`config.mk`:
```
export PLATFORM = sky130hd
export DESIGN_NAME = pmp_controller_flat
export DESIGN_NICKNAME = d
export VERILOG_FILES = /design/src/rtl/pmp_pkg.sv /design/src/rtl/pmp_controller_if.sv /design/src/rtl/pmp_match_window.sv /design/src/rtl/pmp_controller.sv /design/src/flat_wrapper.sv
export SDC_FILE = /design/constraint.sdc
export NUM_CORES = 1
export LEC_CHECK = 0
export BUFFER_PORTS_ARGS = -buffer_cell sky130_fd_sc_hd__buf_4
export CAP_MARGIN = 20
export CORE_ASPECT_RATIO = 1.75
export CORE_UTILIZATION = 45
export CTS_BUF_LIST = sky130_fd_sc_hd__clkbuf_8
export DETAILED_ROUTE_END_ITERATION = 8
export PLACE_DENSITY = 0.64
export SYNTH_ARGS = -nofsm -noshare
export SYNTH_HDL_FRONTEND = slang
export SYNTH_HIERARCHICAL = 1
export SYNTH_SLANG_ARGS = --single-unit
```
`constraint.sdc`:
```
create_clock -name clk -period 5.5 [get_ports clk]
set_input_delay 0.825 -clock clk [delete_from_list [all_inputs] [get_ports clk]]
set_output_delay 0.825 -clock clk [all_outputs]
set_load 0.005 [all_outputs]
```
`src/rtl/pmp_pkg.sv`:
```
// Shared definitions for the pattern-matching peripheral controller:
// register map, CTRL/STATUS bit positions, FSM encoding, max pattern length.
package pmp_pkg;
  localparam int MAX_PAT = 8;

  localparam logic [4:0] OFF_CTRL    = 5'h00;
  localparam logic [4:0] OFF_PAT_LO  = 5'h04;
  localparam logic [4:0] OFF_PAT_HI  = 5'h08;
  localparam logic [4:0] OFF_TEXT    = 5'h0C;
  localparam logic [4:0] OFF_STATUS  = 5'h10;
  localparam logic [4:0] OFF_COUNT   = 5'h14;
  localparam logic [4:0] OFF_LASTPOS = 5'h18;

  localparam int CTRL_START   = 0;
  localparam int CTRL_CLEAR   = 1;
  localparam int CTRL_STOP    = 2;
  localparam int CTRL_LEN_LSB = 8;

  localparam int STAT_BUSY    = 0;
  localparam int STAT_FULL    = 1;
  localparam int STAT_EMPTY   = 2;
  localparam int STAT_OVF     = 3;
  localparam int STAT_CNT_LSB = 8;

  typedef enum logic [1:0] {
    S_IDLE  = 2'd0,
    S_FETCH = 2'd1,
    S_SCAN  = 2'd2
  } pmp_state_e;
endpackage

```
`src/rtl/pmp_controller_if.sv`:
```
// CPU data-bus slice seen by the pattern-matching controller.
interface pmp_controller_if;
  logic [31:0] daddr;
  logic [31:0] dwdata;
  logic [3:0]  dwe;
  logic [31:0] drdata;

  modport master (output daddr, output dwdata, output dwe, input drdata);
  modport slave  (input daddr, input dwdata, input dwe, output drdata);
endinterface

```
`src/rtl/pmp_match_window.sv`:
```
// 8-byte sliding window with saturating fill count and a LEN-masked compare.
// o_match is qualified by a byte having been shifted in on the previous edge.
module pmp_match_window import pmp_pkg::*; (
  input  logic                    clk,
  input  logic                    reset,
  input  logic [7:0]              i_byte,
  input  logic                    i_valid,
  input  logic [MAX_PAT-1:0][7:0] i_pat,
  input  logic [2:0]              i_len_m1,
  input  logic                    i_clear,
  output logic                    o_match
);
  logic [MAX_PAT-1:0][7:0] r_win;
  logic [3:0]              r_seen;
  logic                    r_vld;
  logic                    w_eq;

  always_ff @(posedge clk) begin
    if (!reset || i_clear) begin
      r_win  <= '0;
      r_seen <= '0;
      r_vld  <= 1'b0;
    end else begin
      r_vld <= i_valid;
      if (i_valid) begin
        r_win  <= {r_win[MAX_PAT-2:0], i_byte};
        r_seen <= (r_seen == 4'd8) ? r_seen : r_seen + 4'd1;
      end
    end
  end

  // r_win[0] is newest; pattern byte 0 pairs with the oldest byte of the match.
  always_comb begin
    w_eq = 1'b1;
    for (int j = 0; j < MAX_PAT; j++) begin
      if ((3'(j) <= i_len_m1) && (r_win[i_len_m1 - 3'(j)] != i_pat[j]))
        w_eq = 1'b0;
    end
  end

  assign o_match = r_vld && (r_seen > {1'b0, i_len_m1}) && w_eq;
endmodule

```
`src/rtl/pmp_controller.sv`:
```
// Memory-mapped sequencer: text FIFO, IDLE/FETCH/SCAN FSM, match counters.
// Define PMP_LASTPOS_EN to build the LASTPOS register; otherwise 0x18 reads 0.
module pmp_controller import pmp_pkg::*; #(
  parameter logic [31:0] BASE_ADDR  = 32'h0000_0500,
  parameter int          FIFO_DEPTH = 8
) (
  input logic             clk,
  input logic             reset,
  pmp_controller_if.slave bus
);
  localparam int AW = $clog2(FIFO_DEPTH);
  localparam int CW = AW + 1;
  localparam logic [CW-1:0] DEPTH_C = CW'(FIFO_DEPTH);

  pmp_state_e     r_state, w_state_nxt;
  logic           r_run;
  logic [2:0]     r_len_m1;
  logic [31:0]    r_pat_lo, r_pat_hi;
  logic [31:0]    r_count, r_bidx;
  logic           r_ovf;
  logic [31:0]    r_word;
  logic [1:0]     r_k;
  logic [31:0]    r_mem [FIFO_DEPTH];
  logic [AW-1:0]  r_wptr, r_rptr;
  logic [CW-1:0]  r_cnt;
`ifdef PMP_LASTPOS_EN
  logic [31:0]    r_lastpos;
`endif

  logic        w_sel, w_wr, w_wr_ctrl, w_clear, w_busy;
  logic        w_full, w_empty, w_push, w_pop, w_shift, w_match;
  logic [4:0]  w_off;
  logic [31:0] w_rdata;

  assign w_sel     = (bus.daddr[31:5] == BASE_ADDR[31:5]);
  assign w_off     = bus.daddr[4:0];
  assign w_wr      = w_sel && (bus.dwe == 4'hF);
  assign w_wr_ctrl = w_wr && (w_off == OFF_CTRL);
  assign w_clear   = w_wr_ctrl && bus.dwdata[CTRL_CLEAR];
  assign w_busy    = (r_state != S_IDLE);
  assign w_full    = (r_cnt == DEPTH_C);
  assign w_empty   = (r_cnt == '0);
  assign w_push    = w_wr && (w_off == OFF_TEXT) && !w_full;

  always_ff @(posedge clk) begin
    if (!reset) r_state <= S_IDLE;
    else        r_state <= w_state_nxt;
  end

  always_comb begin
    w_state_nxt = r_state;
    w_pop       = 1'b0;
    w_shift     = 1'b0;
    case (r_state)
      S_IDLE:  if (r_run) w_state_nxt = S_FETCH;
      S_FETCH: begin
        if (!r_run) w_state_nxt = S_IDLE;
        else if (!w_empty) begin
          w_pop       = 1'b1;
          w_state_nxt = S_SCAN;
        end
      end
      S_SCAN: begin
        w_shift = 1'b1;
        if (r_k == 2'd3) w_state_nxt = S_FETCH;
      end
      default: w_state_nxt = S_IDLE;
    endcase
    if (w_clear) begin
      w_state_nxt = S_IDLE;
      w_pop       = 1'b0;
      w_shift     = 1'b0;
    end
  end

  // Control and pattern registers; CLEAR keeps PAT/LEN, busy blocks updates.
  always_ff @(posedge clk) begin
    if (!reset) begin
      r_run    <= 1'b0;
      r_len_m1 <= '0;
      r_pat_lo <= '0;
      r_pat_hi <= '0;
    end else if (w_clear) begin
      r_run <= 1'b0;
    end else begin
      if (w_wr_ctrl) begin
        if (bus.dwdata[CTRL_STOP])       r_run <= 1'b0;
        else if (bus.dwdata[CTRL_START]) r_run <= 1'b1;
        if (!w_busy) r_len_m1 <= bus.dwdata[CTRL_LEN_LSB +: 3];
      end
      if (w_wr && !w_busy && (w_off == OFF_PAT_LO)) r_pat_lo <= bus.dwdata;
      if (w_wr && !w_busy && (w_off == OFF_PAT_HI)) r_pat_hi <= bus.dwdata;
    end
  end

  always_ff @(posedge clk) begin
    if (w_push) r_mem[r_wptr] <= bus.dwdata;
  end

  always_ff @(posedge clk) begin
    if (!reset || w_clear) begin
      r_wptr <= '0;
      r_rptr <= '0;
      r_cnt  <= '0;
      r_ovf  <= 1'b0;
    end else begin
      if (w_push) r_wptr <= r_wptr + 1'b1;
      if (w_pop)  r_rptr <= r_rptr + 1'b1;
      if (w_push && !w_pop)      r_cnt <= r_cnt + 1'b1;
      else if (!w_push && w_pop) r_cnt <= r_cnt - 1'b1;
      if (w_wr && (w_off == OFF_TEXT) && w_full) r_ovf <= 1'b1;
    end
  end

  always_ff @(posedge clk) begin
    if (!reset || w_clear) begin
      r_word <= '0;
      r_k    <= '0;
    end else if (w_pop) begin
      r_word <= r_mem[r_rptr];
      r_k    <= '0;
    end else if (w_shift) begin
      r_word <= {8'h00, r_word[31:8]};
      r_k    <= r_k + 2'd1;
    end
  end

  pmp_match_window u_win (
    .clk      (clk),
    .reset    (reset),
    .i_byte   (r_word[7:0]),
    .i_valid  (w_shift),
    .i_pat    ({r_pat_hi, r_pat_lo}),
    .i_len_m1 (r_len_m1),
    .i_clear  (w_clear),
    .o_match  (w_match)
  );

  // r_bidx already counts the byte being matched, so its index is r_bidx-1.
  always_ff @(posedge clk) begin
    if (!reset || w_clear) begin
      r_count <= '0;
      r_bidx  <= '0;
`ifdef PMP_LASTPOS_EN
      r_lastpos <= '0;
`endif
    end else begin
      if (w_shift) r_bidx  <= r_bidx + 32'd1;
      if (w_match) begin
        r_count <= r_count + 32'd1;
`ifdef PMP_LASTPOS_EN
        r_lastpos <= r_bidx - 32'd1;
`endif
      end
    end
  end

  always_comb begin
    w_rdata = '0;
    if (w_sel) begin
      case (w_off)
        OFF_CTRL:   w_rdata = {21'b0, r_len_m1, 5'b0, r_run, 2'b0};
        OFF_PAT_LO: w_rdata = r_pat_lo;
        OFF_PAT_HI: w_rdata = r_pat_hi;
        OFF_STATUS: w_rdata = {16'b0, 8'(r_cnt), 4'b0, r_ovf, w_empty, w_full, w_busy};
        OFF_COUNT:  w_rdata = r_count;
`ifdef PMP_LASTPOS_EN
        OFF_LASTPOS: w_rdata = r_lastpos;
`endif
        default:    w_rdata = '0;
      endcase
    end
  end

  assign bus.drdata = w_rdata;
endmodule

```
`src/flat_wrapper.sv`:
```
// flat-port wrapper written by rule: the top's interface ports become plain ports
module pmp_controller_flat import pmp_pkg::*;
#(
  parameter logic [31:0] BASE_ADDR  = 32'h0000_0500,
  parameter int          FIFO_DEPTH = 8
)
  (clk, reset, bus_daddr, bus_dwdata, bus_dwe, bus_drdata);
  pmp_controller_if bus_i ();
  input logic clk;
  input logic reset;
  input wire logic [$bits(bus_i.daddr)-1:0] bus_daddr;
  input wire logic [$bits(bus_i.dwdata)-1:0] bus_dwdata;
  input wire logic [$bits(bus_i.dwe)-1:0] bus_dwe;
  output wire logic [$bits(bus_i.drdata)-1:0] bus_drdata;
  assign bus_i.daddr = bus_daddr;
  assign bus_i.dwdata = bus_dwdata;
  assign bus_i.dwe = bus_dwe;
  assign bus_drdata = bus_i.drdata;
  pmp_controller #(.BASE_ADDR(BASE_ADDR), .FIFO_DEPTH(FIFO_DEPTH)) u_core (.clk(clk), .reset(reset), .bus(bus_i));
endmodule
```
==> impl_results.md <==
- Pre-CTS WS: 661.9 ps
- Iter 0 DRT Violations: 1,203
- Synth top area share: 0.3319
- Clock Sinks: 475
- Kind of critical path: reg -> reg
- Fin. Hold Viols: 0
- Commonest non-fill, non-tap cell in the layout: edfxtp_1
- Comb power frac: 0.020
- Internal power: 5.375 mW
- Unrepaired setup endpoints after global routing: false
- Final slew viol count: 0
- CTS Buffer Depth: 3
- GRT Total Usage: 0.2527
- Fin nets: 1,952
- Setup Viol. Count Final: 0
- GRT overflow: 0
- M1 GR Usage: 0.2643
- Max Cap Viol: 0
- Rows: 109
- VDD IR max: 0.1813 mV
- Initial antenna violation count: 2
- Vias per cell: 6.047
- Worst R2R End: u_core/r_count[30]
- Die Wd: 173.5 um
- Drt pass-1 iters: 5
- Sequential share of power: 0.542
- Share of cells above drive strength 1: 0.2359
- Crit. End Element: register
- CP startpoint: u_core/r_len_m1[1]
- Register area share after synthesis: 0.5211
- Netlist Area Pre-Place: 23,160 um^2
- First-pass GRT wire length: 98.64 mm
- Min-delay src: bus_dwdata[6]
- Die area: 52,420 um^2
- P_leak: 8.396 nW
- Layout Cell Area excl Fill: 26,070 um^2
- Routed length per placed instance: 25.37 um
- Arr. time, crit path: 5620 ps
- CTS tree: built
- Starting Density: 0.4566
- Clk_lat worst skew: 640 ps
- WL final: 65.46 mm
- Clock network fraction of design power: 0.439
- RePlAce Congestion: 0.9595
- Fmax: 196.7 MHz
- Port Buffer Count: 101
- Worst rel slew slack: 0.3258
- Prevailing post-synth register cell: edfxtp_1
- PD cells: 264.1 nW/um^2
- Cells after synthesis: 1,773
- M3 GR Usage: 0.03394
- Sw Share: 0.2191
- DP Area: 24,540 um^2
- Outcome: finished, final reports clean
- Avg Cell Area, Syn: 13.06 um^2
- #FFs+latches synth: 475
- Worst-path maximum fanout: 23
- Commonest cells after routing, fill and taps aside: edfxtp_1, dfxtp_1, nor2_1
- Master cell of the clock root buffer: clkbuf_8
- Post-synth EDFFs: 256
- Post-route ant nets: 0
- Synth area leader: edfxtp_1
- Period utilisation layout: 0.9245
- Vias: 15,600
- Ys async rst share: 0
- Hold bufs inserted after CTS: 0
- Total CTS buffers: 68
- Htree depth: 3
- Clock Skew: 49.92 ps
- Synth area leaders: edfxtp_1, dfxtp_1, mux4_2
- Worst EP required: 6030 ps
- Worst Tran Pin Value: 1011 ps
- Area grow syn2layout: 12.53%
- Vias in the first global route: 15,860
- Crit start category: register
- Ports: 102
- Synth cell types: 71
- Hold_ws: 451.5 ps
- Post-CTS setup buffers: 0
- Fin crit period: 5085 ps
- Largest net degree at the start of global routing: 108
- Worst-path clk slew: 70 ps
- Hold/Removal Path Class: in -> reg
- Post-cts repair resize count: 0
- Reg2Reg Depth: 15
- GR peak layer: met2
- Reg-to-reg critical path startpoint: u_core/r_len_m1[1]
- DP HPWL: 45.73 mm
- WHS Endpoint: u_core/r_mem[1][6]
- Final Power: 6.883 mW
- Post-route worst setup slack: 415.1 ps
- Residual DRC: 0
- Synth warn: 6
- Fillers: 4,381
- GR Util met2: 0.4691
- Mapped Nets: 1,866
- Core Footprint: 50,730 um^2
- Register-to-Register Setup Slack: 420 ps
- Hold Path Cell Cnt: 1
- TNS Setup: 0 ps
- Chip height: 302.1 um
- Sw power: 1.508 mW
how the worst max path moves through the flow:
stage | endpoint | depth (start not counted)
after floorplan | u_core/r_mem[0][0] | 5
after global placement | u_core/r_count[30] | 15
after detailed placement | u_core/r_count[30] | 15
after CTS | u_core/r_count[30] | 15
after global routing | u_core/r_count[30] | 15
final | u_core/r_count[30] | 15
per-stage QoR:
stage,instances,utilization
floorplan,1773,-
global placement,2453,0.4838
detailed placement,2453,0.4838
CTS,2576,0.5127
global route,2580,0.5138
finish,2580,0.5138
power by group through the flow:
stage	Combinational (mW)	Sequential [mW]	Clock [mW]
4_1_cts	0.135	3.73	3.09
2_1_floorplan	0.0451	3.81	0
5_1_grt	0.145	3.72	3.22
3_3_place_gp	0.130	3.81	0
6_report	0.136	3.73	3.02
3_5_place_dp	0.135	3.81	0
area by class of cell:
cell class | instances | area, um^2 | area share
sequential | 475 | 12080 | 0.4636
multi-input combinational | 1151 | 10440 | 0.4004
timing repair buffer | 148 | 1184 | 0.04541
clock buffer | 78 | 1074 | 0.04118
tap | 666 | 833.3 | 0.03197
clock inverter | 45 | 392.9 | 0.01507
inverter | 15 | 56.30 | 0.002160
antenna | 2 | 5.005 | 0.0001920
worst max-delay path: stages (launching register included):
cell and delay [ps]:
dfxtp_4 390, inv_1 120, ha_2 630, buf_12 240
mux4_2 350, xnor2_1 590, nand4_1 210, nor3_1 230
o221ai_1 200, a311oi_1 290, o2111a_1 380, nand3_1 170
nor4_4 600, nand2_1 120, or3_1 320, a21oi_1 150
synth_stat cells (all sizes together), types with 2 or more instances:
cell and instances:
a211oi 5, a21o 3, a21oi 29, a222oi 27
a22o 4, a22oi 33, a31oi 22, and2 3
and3 7, and3b 2, and4 3, and4bb 2
buf 72, clkbuf 60, dfxtp 219, edfxtp 256
ha 22, inv 15, mux2 3, mux2i 131
mux4 164, nand2 122, nand2b 4, nand3 111
nand3b 2, nand4 26, nor2 158, nor3 16
nor3b 4, nor4 24, nor4b 3, o211ai 4
o21ai 70, o22ai 5, or2 4, or3 6
or4 2, xnor2 74, xor2 44
per-layer routing:
metal	up-vias	part of all wire
met4	0	0.070
li1	6998	-
met5	-	0
met1	7916	0.35
met3	172	0.044
met2	514	0.54
kinds of logic after synthesis:
| family | Yosys count | synth area share |
|---|---|---|
| compound gates | 209 | 0.06093 |
| xor+xnor | 118 | 0.04494 |
| fa+ha+maj | 23 | 0.01275 |
| buf+inv | 147 | 0.03198 |
| flops | 475 | 0.5211 |
| mux | 298 | 0.2198 |
| simple gates | 503 | 0.1085 |
state kept, by name (all words and copies together) (netlist names), named ones only:
name	count
u_core/r_rptr	3
u_core/r_wptr	3
u_core/r_cnt	4
u_core/r_count	32
u_core/u_win/r_seen	4
u_core/r_pat_hi	32
u_core/r_k	2
u_core/r_pat_lo	32
u_core/r_run	1
u_core/u_win/r_win	64
u_core/r_state	2
u_core/r_mem	256
u_core/r_ovf	1
u_core/r_word	32
u_core/r_len_m1	3
u_core/u_win/r_vld	1
No activity file was read; power rests on OpenSTA's default activity.
